--- config.mk ---
export PLATFORM = sky130hd
export DESIGN_NAME = bus_step_sequencer
export DESIGN_NICKNAME = d
export VERILOG_FILES = /design/src/rtl/bus_step_sequencer_pkg.sv /design/src/rtl/bus_step_sequencer_seq_decode.sv /design/src/rtl/bus_step_sequencer.sv
export SDC_FILE = /design/constraint.sdc
export NUM_CORES = 1
export LEC_CHECK = 0
export CAP_MARGIN = 10
export CELL_PAD_IN_SITES_DETAIL_PLACEMENT = 0
export CELL_PAD_IN_SITES_GLOBAL_PLACEMENT = 1
export CORE_ASPECT_RATIO = 0.8
export CORE_MARGIN = 4
export CORE_UTILIZATION = 24
export CTS_CLUSTER_SIZE = 10
export DETAILED_ROUTE_END_ITERATION = 10
export PLACE_DENSITY = 0.91
export SLEW_MARGIN = 20
export SYNTH_ARGS = -nofsm -noshare
export SYNTH_HDL_FRONTEND = slang
export SYNTH_SLANG_ARGS = --single-unit
export TNS_END_PERCENT = 1
--- constraint.sdc ---
create_clock -name clock -period 2.65 [get_ports clock]
set_clock_uncertainty 0.2 [all_clocks]
set_input_delay 0.53 -clock clock [delete_from_list [all_inputs] [get_ports clock]]
set_output_delay 0.53 -clock clock [all_outputs]
set_load 0.1 [all_outputs]
--- src/rtl/bus_step_sequencer_pkg.sv ---
// Shared definitions for the bus step sequencer: step-state codes, bus source
// codes, opcodes, opcode classes, IR field positions and the strobe bundle
// that the decoder hands to the top level.
package bus_step_sequencer_pkg;

  localparam int OPW  = 5;
  localparam int REGW = 4;

  // IR field LSB positions
  localparam int IR_OP_LSB = 27;
  localparam int IR_RA_LSB = 23;
  localparam int IR_RB_LSB = 19;
  localparam int IR_RC_LSB = 15;

  // Step states
  localparam logic [3:0] S_IDLE = 4'd0;
  localparam logic [3:0] S_T0   = 4'd1;
  localparam logic [3:0] S_T1   = 4'd2;
  localparam logic [3:0] S_T2   = 4'd3;
  localparam logic [3:0] S_T3   = 4'd4;
  localparam logic [3:0] S_T4   = 4'd5;
  localparam logic [3:0] S_T5   = 4'd6;
  localparam logic [3:0] S_T6   = 4'd7;
  localparam logic [3:0] S_T7   = 4'd8;
  localparam logic [3:0] S_HALT = 4'd9;

  // Bus source codes
  localparam logic [3:0] BUS_NONE = 4'd0;
  localparam logic [3:0] BUS_RF   = 4'd1;
  localparam logic [3:0] BUS_PC   = 4'd2;
  localparam logic [3:0] BUS_MDR  = 4'd3;
  localparam logic [3:0] BUS_ZHI  = 4'd4;
  localparam logic [3:0] BUS_ZLO  = 4'd5;
  localparam logic [3:0] BUS_HI   = 4'd6;
  localparam logic [3:0] BUS_LO   = 4'd7;
  localparam logic [3:0] BUS_C    = 4'd8;
  localparam logic [3:0] BUS_PORT = 4'd9;

  // Opcodes
  localparam logic [OPW-1:0] OP_LD   = 5'b00000;
  localparam logic [OPW-1:0] OP_LDI  = 5'b00001;
  localparam logic [OPW-1:0] OP_ST   = 5'b00010;
  localparam logic [OPW-1:0] OP_ADD  = 5'b00011;
  localparam logic [OPW-1:0] OP_SHL  = 5'b01011;
  localparam logic [OPW-1:0] OP_ADDI = 5'b01100;
  localparam logic [OPW-1:0] OP_ORI  = 5'b01110;
  localparam logic [OPW-1:0] OP_DIV  = 5'b01111;
  localparam logic [OPW-1:0] OP_MUL  = 5'b10000;
  localparam logic [OPW-1:0] OP_NEG  = 5'b10001;
  localparam logic [OPW-1:0] OP_NOT  = 5'b10010;
  localparam logic [OPW-1:0] OP_MFHI = 5'b11000;
  localparam logic [OPW-1:0] OP_MFLO = 5'b11001;
  localparam logic [OPW-1:0] OP_NOP  = 5'b11010;
  localparam logic [OPW-1:0] OP_HALT = 5'b11011;

  // Opcode classes: instructions sharing one execute step pattern
  localparam logic [3:0] CL_LD   = 4'd0;
  localparam logic [3:0] CL_LDI  = 4'd1;
  localparam logic [3:0] CL_ST   = 4'd2;
  localparam logic [3:0] CL_RR   = 4'd3;
  localparam logic [3:0] CL_IMM  = 4'd4;
  localparam logic [3:0] CL_MD   = 4'd5;
  localparam logic [3:0] CL_NN   = 4'd6;
  localparam logic [3:0] CL_MFHI = 4'd7;
  localparam logic [3:0] CL_MFLO = 4'd8;
  localparam logic [3:0] CL_NOP  = 4'd9;
  localparam logic [3:0] CL_HALT = 4'd10;
  localparam logic [3:0] CL_ILL  = 4'd11;

  typedef struct packed {
    logic [3:0]      bus_src;
    logic [REGW-1:0] rf_sel;
    logic            rf_in;
    logic [REGW-1:0] rf_dst;
    logic            pc_in;
    logic            ir_in;
    logic            mar_in;
    logic            mdr_in;
    logic            y_in;
    logic            z_in;
    logic            hi_in;
    logic            lo_in;
    logic            inc_pc;
    logic [OPW-1:0]  alu_op;
    logic            mem_read;
    logic            mem_write;
    logic            halted;
    logic            illegal;
  } strobes_t;

  function automatic logic [3:0] op_class(input logic [OPW-1:0] op);
    logic [3:0] cls;
    cls = CL_ILL;
    if (op == OP_LD)                           cls = CL_LD;
    else if (op == OP_LDI)                     cls = CL_LDI;
    else if (op == OP_ST)                      cls = CL_ST;
    else if (op >= OP_ADD  && op <= OP_SHL)    cls = CL_RR;
    else if (op >= OP_ADDI && op <= OP_ORI)    cls = CL_IMM;
    else if (op == OP_DIV  || op == OP_MUL)    cls = CL_MD;
    else if (op == OP_NEG  || op == OP_NOT)    cls = CL_NN;
    else if (op == OP_MFHI)                    cls = CL_MFHI;
    else if (op == OP_MFLO)                    cls = CL_MFLO;
    else if (op == OP_NOP)                     cls = CL_NOP;
    else if (op == OP_HALT)                    cls = CL_HALT;
    return cls;
  endfunction

endpackage

--- src/rtl/bus_step_sequencer_seq_decode.sv ---
// Combinational step decoder: current step + IR fields -> strobe bundle and
// next step. Holds no state.
// Ports:
//   i_state      current step state
//   i_opcode     IR[31:27]; i_ra/i_rb/i_rc register index fields
//   i_run        keep fetching at instruction boundaries
//   i_mem_ready  completion of the pending memory request
//   i_t1_again   this is a repeated (waiting) T1 cycle
//   o_strb       output strobes; o_next_state step for the next edge
module seq_decode
  import bus_step_sequencer_pkg::*;
(
  input  logic [3:0]      i_state,
  input  logic [OPW-1:0]  i_opcode,
  input  logic [REGW-1:0] i_ra,
  input  logic [REGW-1:0] i_rb,
  input  logic [REGW-1:0] i_rc,
  input  logic            i_run,
  input  logic            i_mem_ready,
  input  logic            i_t1_again,
  output strobes_t        o_strb,
  output logic [3:0]      o_next_state
);

  // Memory handshake: mem_read/mem_write stay high, and the step repeats,
  // until a cycle in which mem_ready is sampled high; that cycle completes
  // the transfer. mem_ready outside a request step is ignored.
  logic [3:0] w_cls;
  logic       w_last;
  logic       w_exec;

  always_comb begin
    o_strb       = '0;
    o_next_state = i_state;
    w_last       = 1'b0;
    w_cls        = op_class(i_opcode);
    w_exec       = 1'b0;
    case (i_state)
      S_IDLE: if (i_run) o_next_state = S_T0;
      S_T0: begin
        o_strb.bus_src = BUS_PC;
        o_strb.mar_in  = 1'b1;
        o_strb.inc_pc  = 1'b1;
        o_strb.z_in    = 1'b1;
        o_next_state   = S_T1;
      end
      S_T1: begin
        o_strb.bus_src  = BUS_ZLO;
        o_strb.pc_in    = ~i_t1_again;  // PC+1 loaded once, not per wait cycle
        o_strb.mem_read = 1'b1;
        o_strb.mdr_in   = 1'b1;
        if (i_mem_ready) o_next_state = S_T2;
      end
      S_T2: begin
        o_strb.bus_src = BUS_MDR;
        o_strb.ir_in   = 1'b1;
        o_next_state   = S_T3;
      end
      S_T3: begin
        w_exec       = 1'b1;
        o_next_state = S_T4;
        case (w_cls)
          CL_RR, CL_IMM, CL_LD, CL_ST: begin
            o_strb.bus_src = BUS_RF; o_strb.rf_sel = i_rb; o_strb.y_in = 1'b1;
          end
          CL_LDI: o_strb.y_in = 1'b1;  // nothing drives the bus: Y <= 0
          CL_MD: begin
            o_strb.bus_src = BUS_RF; o_strb.rf_sel = i_ra; o_strb.y_in = 1'b1;
          end
          CL_NN: begin
            o_strb.bus_src = BUS_RF; o_strb.rf_sel = i_rb; o_strb.z_in = 1'b1;
          end
          CL_MFHI, CL_MFLO: begin
            o_strb.bus_src = (w_cls == CL_MFHI) ? BUS_HI : BUS_LO;
            o_strb.rf_in   = 1'b1; o_strb.rf_dst = i_ra; w_last = 1'b1;
          end
          CL_NOP:  w_last = 1'b1;
          CL_HALT: o_next_state = S_HALT;
          default: begin
            o_strb.illegal = 1'b1; w_last = 1'b1;
          end
        endcase
      end
      S_T4: begin
        w_exec       = 1'b1;
        o_next_state = S_T5;
        case (w_cls)
          CL_RR: begin
            o_strb.bus_src = BUS_RF; o_strb.rf_sel = i_rc; o_strb.z_in = 1'b1;
          end
          CL_IMM, CL_LDI, CL_LD, CL_ST: begin
            o_strb.bus_src = BUS_C; o_strb.z_in = 1'b1;
          end
          CL_MD: begin
            o_strb.bus_src = BUS_RF; o_strb.rf_sel = i_rb; o_strb.z_in = 1'b1;
          end
          CL_NN: begin
            o_strb.bus_src = BUS_ZLO; o_strb.rf_in = 1'b1; o_strb.rf_dst = i_ra;
            w_last = 1'b1;
          end
          default: w_last = 1'b1;
        endcase
      end
      S_T5: begin
        w_exec       = 1'b1;
        o_next_state = S_T6;
        case (w_cls)
          CL_RR, CL_IMM, CL_LDI: begin
            o_strb.bus_src = BUS_ZLO; o_strb.rf_in = 1'b1; o_strb.rf_dst = i_ra;
            w_last = 1'b1;
          end
          CL_LD, CL_ST: begin
            o_strb.bus_src = BUS_ZLO; o_strb.mar_in = 1'b1;
          end
          CL_MD: begin
            o_strb.bus_src = BUS_ZLO; o_strb.lo_in = 1'b1;
          end
          default: w_last = 1'b1;
        endcase
      end
      S_T6: begin
        w_exec       = 1'b1;
        o_next_state = S_T7;
        case (w_cls)
          CL_LD: begin
            o_strb.mem_read = 1'b1; o_strb.mdr_in = 1'b1;
            if (!i_mem_ready) o_next_state = S_T6;
          end
          CL_ST: begin
            o_strb.bus_src = BUS_RF; o_strb.rf_sel = i_ra; o_strb.mdr_in = 1'b1;
          end
          CL_MD: begin
            o_strb.bus_src = BUS_ZHI; o_strb.hi_in = 1'b1; w_last = 1'b1;
          end
          default: w_last = 1'b1;
        endcase
      end
      S_T7: begin
        w_exec = 1'b1;
        case (w_cls)
          CL_LD: begin
            o_strb.bus_src = BUS_MDR; o_strb.rf_in = 1'b1; o_strb.rf_dst = i_ra;
            w_last = 1'b1;
          end
          CL_ST: begin
            o_strb.mem_write = 1'b1;
            w_last = i_mem_ready;
          end
          default: w_last = 1'b1;
        endcase
      end
      S_HALT:  o_strb.halted = 1'b1;
      default: o_next_state = S_IDLE;
    endcase

    // ALU function follows the opcode during execute steps only; halt and
    // undefined opcodes keep every output at zero.
    if (w_exec && w_cls != CL_ILL && w_cls != CL_HALT) o_strb.alu_op = i_opcode;

    // A finished instruction only re-enters fetch while run is high.
    if (w_last) o_next_state = i_run ? S_T0 : S_IDLE;
  end

endmodule

--- src/rtl/bus_step_sequencer.sv ---
// Control-step sequencer for the shared 32-bit datapath bus. Fetches
// (T0-T2) and runs execute steps (T3-T7) for the opcode in IR[31:27],
// driving one encoded bus source plus register, ALU and memory strobes.
// Ports:
//   clock, reset_n (async, active low), run, ir[31:0], mem_ready
//   bus_src[3:0], rf_sel[3:0], rf_in, rf_dst[3:0], pc_in, ir_in, mar_in,
//   mdr_in, y_in, z_in, hi_in, lo_in, inc_pc, alu_op[4:0], mem_read,
//   mem_write, halted, illegal
module bus_step_sequencer
  import bus_step_sequencer_pkg::*;
(
  input  logic            clock,
  input  logic            reset_n,
  input  logic            run,
  input  logic [31:0]     ir,
  input  logic            mem_ready,
  output logic [3:0]      bus_src,
  output logic [REGW-1:0] rf_sel,
  output logic            rf_in,
  output logic [REGW-1:0] rf_dst,
  output logic            pc_in,
  output logic            ir_in,
  output logic            mar_in,
  output logic            mdr_in,
  output logic            y_in,
  output logic            z_in,
  output logic            hi_in,
  output logic            lo_in,
  output logic            inc_pc,
  output logic [OPW-1:0]  alu_op,
  output logic            mem_read,
  output logic            mem_write,
  output logic            halted,
  output logic            illegal
);

  logic [3:0] r_state;
  logic       r_t1_again;
  logic [3:0] w_next_state;
  strobes_t   w_strb;
  logic       w_unused_ir;

  assign w_unused_ir = ^ir[IR_RC_LSB-1:0];  // offset field feeds the datapath only

  seq_decode u_decode (
    .i_state      (r_state),
    .i_opcode     (ir[IR_OP_LSB +: OPW]),
    .i_ra         (ir[IR_RA_LSB +: REGW]),
    .i_rb         (ir[IR_RB_LSB +: REGW]),
    .i_rc         (ir[IR_RC_LSB +: REGW]),
    .i_run        (run),
    .i_mem_ready  (mem_ready),
    .i_t1_again   (r_t1_again),
    .o_strb       (w_strb),
    .o_next_state (w_next_state)
  );

  // Outputs are pure decode of r_state, so the async reset forces them (and
  // any pending memory request) to zero without waiting for a clock edge.
  always_ff @(posedge clock or negedge reset_n) begin
    if (!reset_n) begin
      r_state    <= S_IDLE;
      r_t1_again <= 1'b0;
    end else begin
      r_state    <= w_next_state;
      r_t1_again <= (r_state == S_T1) && (w_next_state == S_T1);
    end
  end

  assign bus_src   = w_strb.bus_src;
  assign rf_sel    = w_strb.rf_sel;
  assign rf_in     = w_strb.rf_in;
  assign rf_dst    = w_strb.rf_dst;
  assign pc_in     = w_strb.pc_in;
  assign ir_in     = w_strb.ir_in;
  assign mar_in    = w_strb.mar_in;
  assign mdr_in    = w_strb.mdr_in;
  assign y_in      = w_strb.y_in;
  assign z_in      = w_strb.z_in;
  assign hi_in     = w_strb.hi_in;
  assign lo_in     = w_strb.lo_in;
  assign inc_pc    = w_strb.inc_pc;
  assign alu_op    = w_strb.alu_op;
  assign mem_read  = w_strb.mem_read;
  assign mem_write = w_strb.mem_write;
  assign halted    = w_strb.halted;
  assign illegal   = w_strb.illegal;

endmodule

==> results_dict.tcl <==
set metrics [dict create \
    synth_seq_cells 5 \
    synth_warnings 0 \
    syn_inst 158 \
    cp.arrival_ps 2070 \
    max-slew-margin-rel 0.7746 \
    fin_nets 282 \
    ys_seq_area_frac 0.1203 \
    synth_edf_count 0 \
    placed_cells 295 \
    power_w 0.002615 \
    fmax_mhz 357.6 \
    antenna_cells 0 \
    core_area_sq_mm 0.004178 \
    synthesis.area_sq_mm 0.001040 \
    fp.dieArea_sq_mm 0.005456 \
    place_congestion 0.9073 \
    fill_cells 338 \
    ys_dominant_reg_cell "dfrtp_1" \
    clk_pin_slew_ps 40 \
    synth-async-reset-ratio 1.000 \
    holdWs_ps 336.0 \
    wl_per_cell_microns 16.05 \
    worstSetupEndpointType "output pin" \
    htreeDepth 1 \
    rsz0062_at_grt "true" \
    dp_hpwl_microns 3678 \
    synth_fp_nets 194 \
    drc 0 \
    die_x_microns 81.59 \
    period_needed_ps 2796 \
    preCtsSetupSlack_ps -565.5 \
    dr.pass1.iters 4 \
    worst-setup-path-type "in2out" \
    routed_wirelength_microns 4846 \
    grt_pass1_vias 1570 \
    vdd_drop_max_v 0.001379 \
    setup_slack_ps -146.2 \
    cts_tree "built" \
    drive_gt1_frac 0.5633 \
    ys_top_cells_by_area "dfrtp_1 (12%), nor2_1 (7.9%), nor2b_1 (7.2%)" \
    numCtsBuffers 3 \
    cap_violations 0 \
    tightest_slew_ps 338.2 \
    drt_iter0_markers 83 \
    avgViaCountPerCell 5.281 \
    root_buffer "clkbuf_8" \
    initial_core_util 0.2489 \
    antenna_found_initial 0 \
    setup_viol_count_final 12 \
    final-max-slew-violation-count 0 \
    grt_pass1_wl_microns 7596 \
    yosysUniqueCellTypes 47 \
    ant_nets 0 \
    avgSynthCellArea_sq_um 6.581 \
    required_ps 1920 \
    min_period_over_period 1.055 \
    cts.sink_count 5 \
    finalHoldViolCount 0 \
    post-synth-top-count-cell "nor2_1" \
    grt.overflow.total 0 \
    grtUsageTotal 0.1791 \
    start_kind "primary input" \
    violations "setup timing" \
    outcome "complete, but fails checks" \
    layoutNonFillerInstCount 302 \
    row_count 21 \
    clockBufferDepth 2 \
    synth_top_area_frac 0.1203 \
    fp.dieH_microns 66.87 \
    yosys.area.top_type "dfrtp_1" \
    area_growth_pct 147.9 \
    p_leak_nw 1.031 \
    io-pin-count 67 \
    via_count 1595 \
    hp-class "in2async" \
    io_buffers 51 \
    grt_max_degree 15 \
    clk_latency_ps 220 \
    path_max_fanout 10 \
    synthTopCellsByCount "nor2_1 (22), nand2_1 (16), nor2b_1 (12)" \
    power_density_mw_per_mm2 1015 \
]
## sequential cells by signal (all words and copies together) (netlist names)
register    flops
r_state         4
r_t1_again      1
## stage by stage
step / setup TNS [ps] / area [sq um] / utilization
5_1_grt: -2188 / 2577 / 0.6170
2_1_floorplan: -5524 / 1165 / -
3_3_place_gp: -10450 / 2338 / 0.5597
4_1_cts: -1330 / 2475 / 0.5924
6_report: -998.8 / 2577 / 0.6170
3_5_place_dp: -11060 / 2338 / 0.5597
## report_power, final
group | switching (W) | internal, W | total, W
logic | 0.00147 | 0.000836 | 0.00231
registers | 0.0000581 | 0.000112 | 0.000170
clock network | 0.0000369 | 0.000101 | 0.000138
## worst max-delay path, stage by stage
cell	delay, ps
buf_8	100
buf_6	140
nor2_2	260
o21ai_0	210
a221oi_2	300
buf_4	180
a221o_2	170
buf_12	170
## final cells by class
class | instances | area, sq um | share of cell area
timing repair buffer | 97 | 1212 | 0.4704
clock buffer | 3 | 41.29 | 0.01602
clock inverter | 1 | 5.005 | 0.001942
inverter | 3 | 15.01 | 0.005825
multi-input combinational | 136 | 1107 | 0.4296
sequential | 5 | 125.1 | 0.04854
tap | 57 | 71.32 | 0.02767
## path summary, 6_finish.rpt
| kind | start | to | slack [ps] | cells past startpoint |
|---|---|---|---|---|
| max in group asynchronous | reset_n | r_t1_again | 1720 | 1 |
| min in group clock | r_state[3] | r_state[1] | 420 | 1 |
| hold / removal | reset_n | r_state[3] | 340 | 1 |
| hold reg to reg | r_state[3] | r_state[1] | 420 | 1 |
| setup / recovery | ir[29] | rf_sel[3] | -150 | 8 |
| setup reg to reg | r_state[3] | r_state[0] | 430 | 6 |
## logic make-up after synthesis
group	after synthesis	share of synthesized area
AO/OA/AOI/OAI	51	0.3646
XOR/XNOR	1	0.008425
buffers and inverters	17	0.07460
flip-flops	5	0.1203
multiplexers	1	0.01083
AND/OR/NAND/NOR	83	0.4212
## metal layers
metal  share of wire  track usage  vias to the layer above
li1                -            -                      766
met1            0.42       0.2318                      742
met2            0.47       0.2978                       75
met3           0.085      0.05405                       12
met4           0.020      0.02697                        0
met5               0            0                        -
## cells in the final DEF, fill, tap and decap left out, types with 3 or more instances in the layout
cell and n:
nand2b_1 3, o22ai_1 3, nor2b_4 4, nand3_1 3, a21oi_2 3, and2_4 3
nor2_1 16, nor2_2 5, dfrtp_1 5, nand2_1 15, clkbuf_8 3, a21oi_1 6
nor2b_1 6, a32oi_1 3, a221o_2 3, buf_4 36, a21o_1 4, o21ai_2 4
and2_1 3, buf_12 33, buf_6 9, buf_2 3, a22oi_2 3, clkdlybuf4s50_1 15
## repair_timing
item,4_1_cts,5_1_grt
endpoints found under the hold margin,0,0
buffers inserted,1,2
setup endpoints to repair,27,22
resized for setup,43,22
pin swaps,14,13
hold buffers,0,0
(Power assumes the default switching activity.)
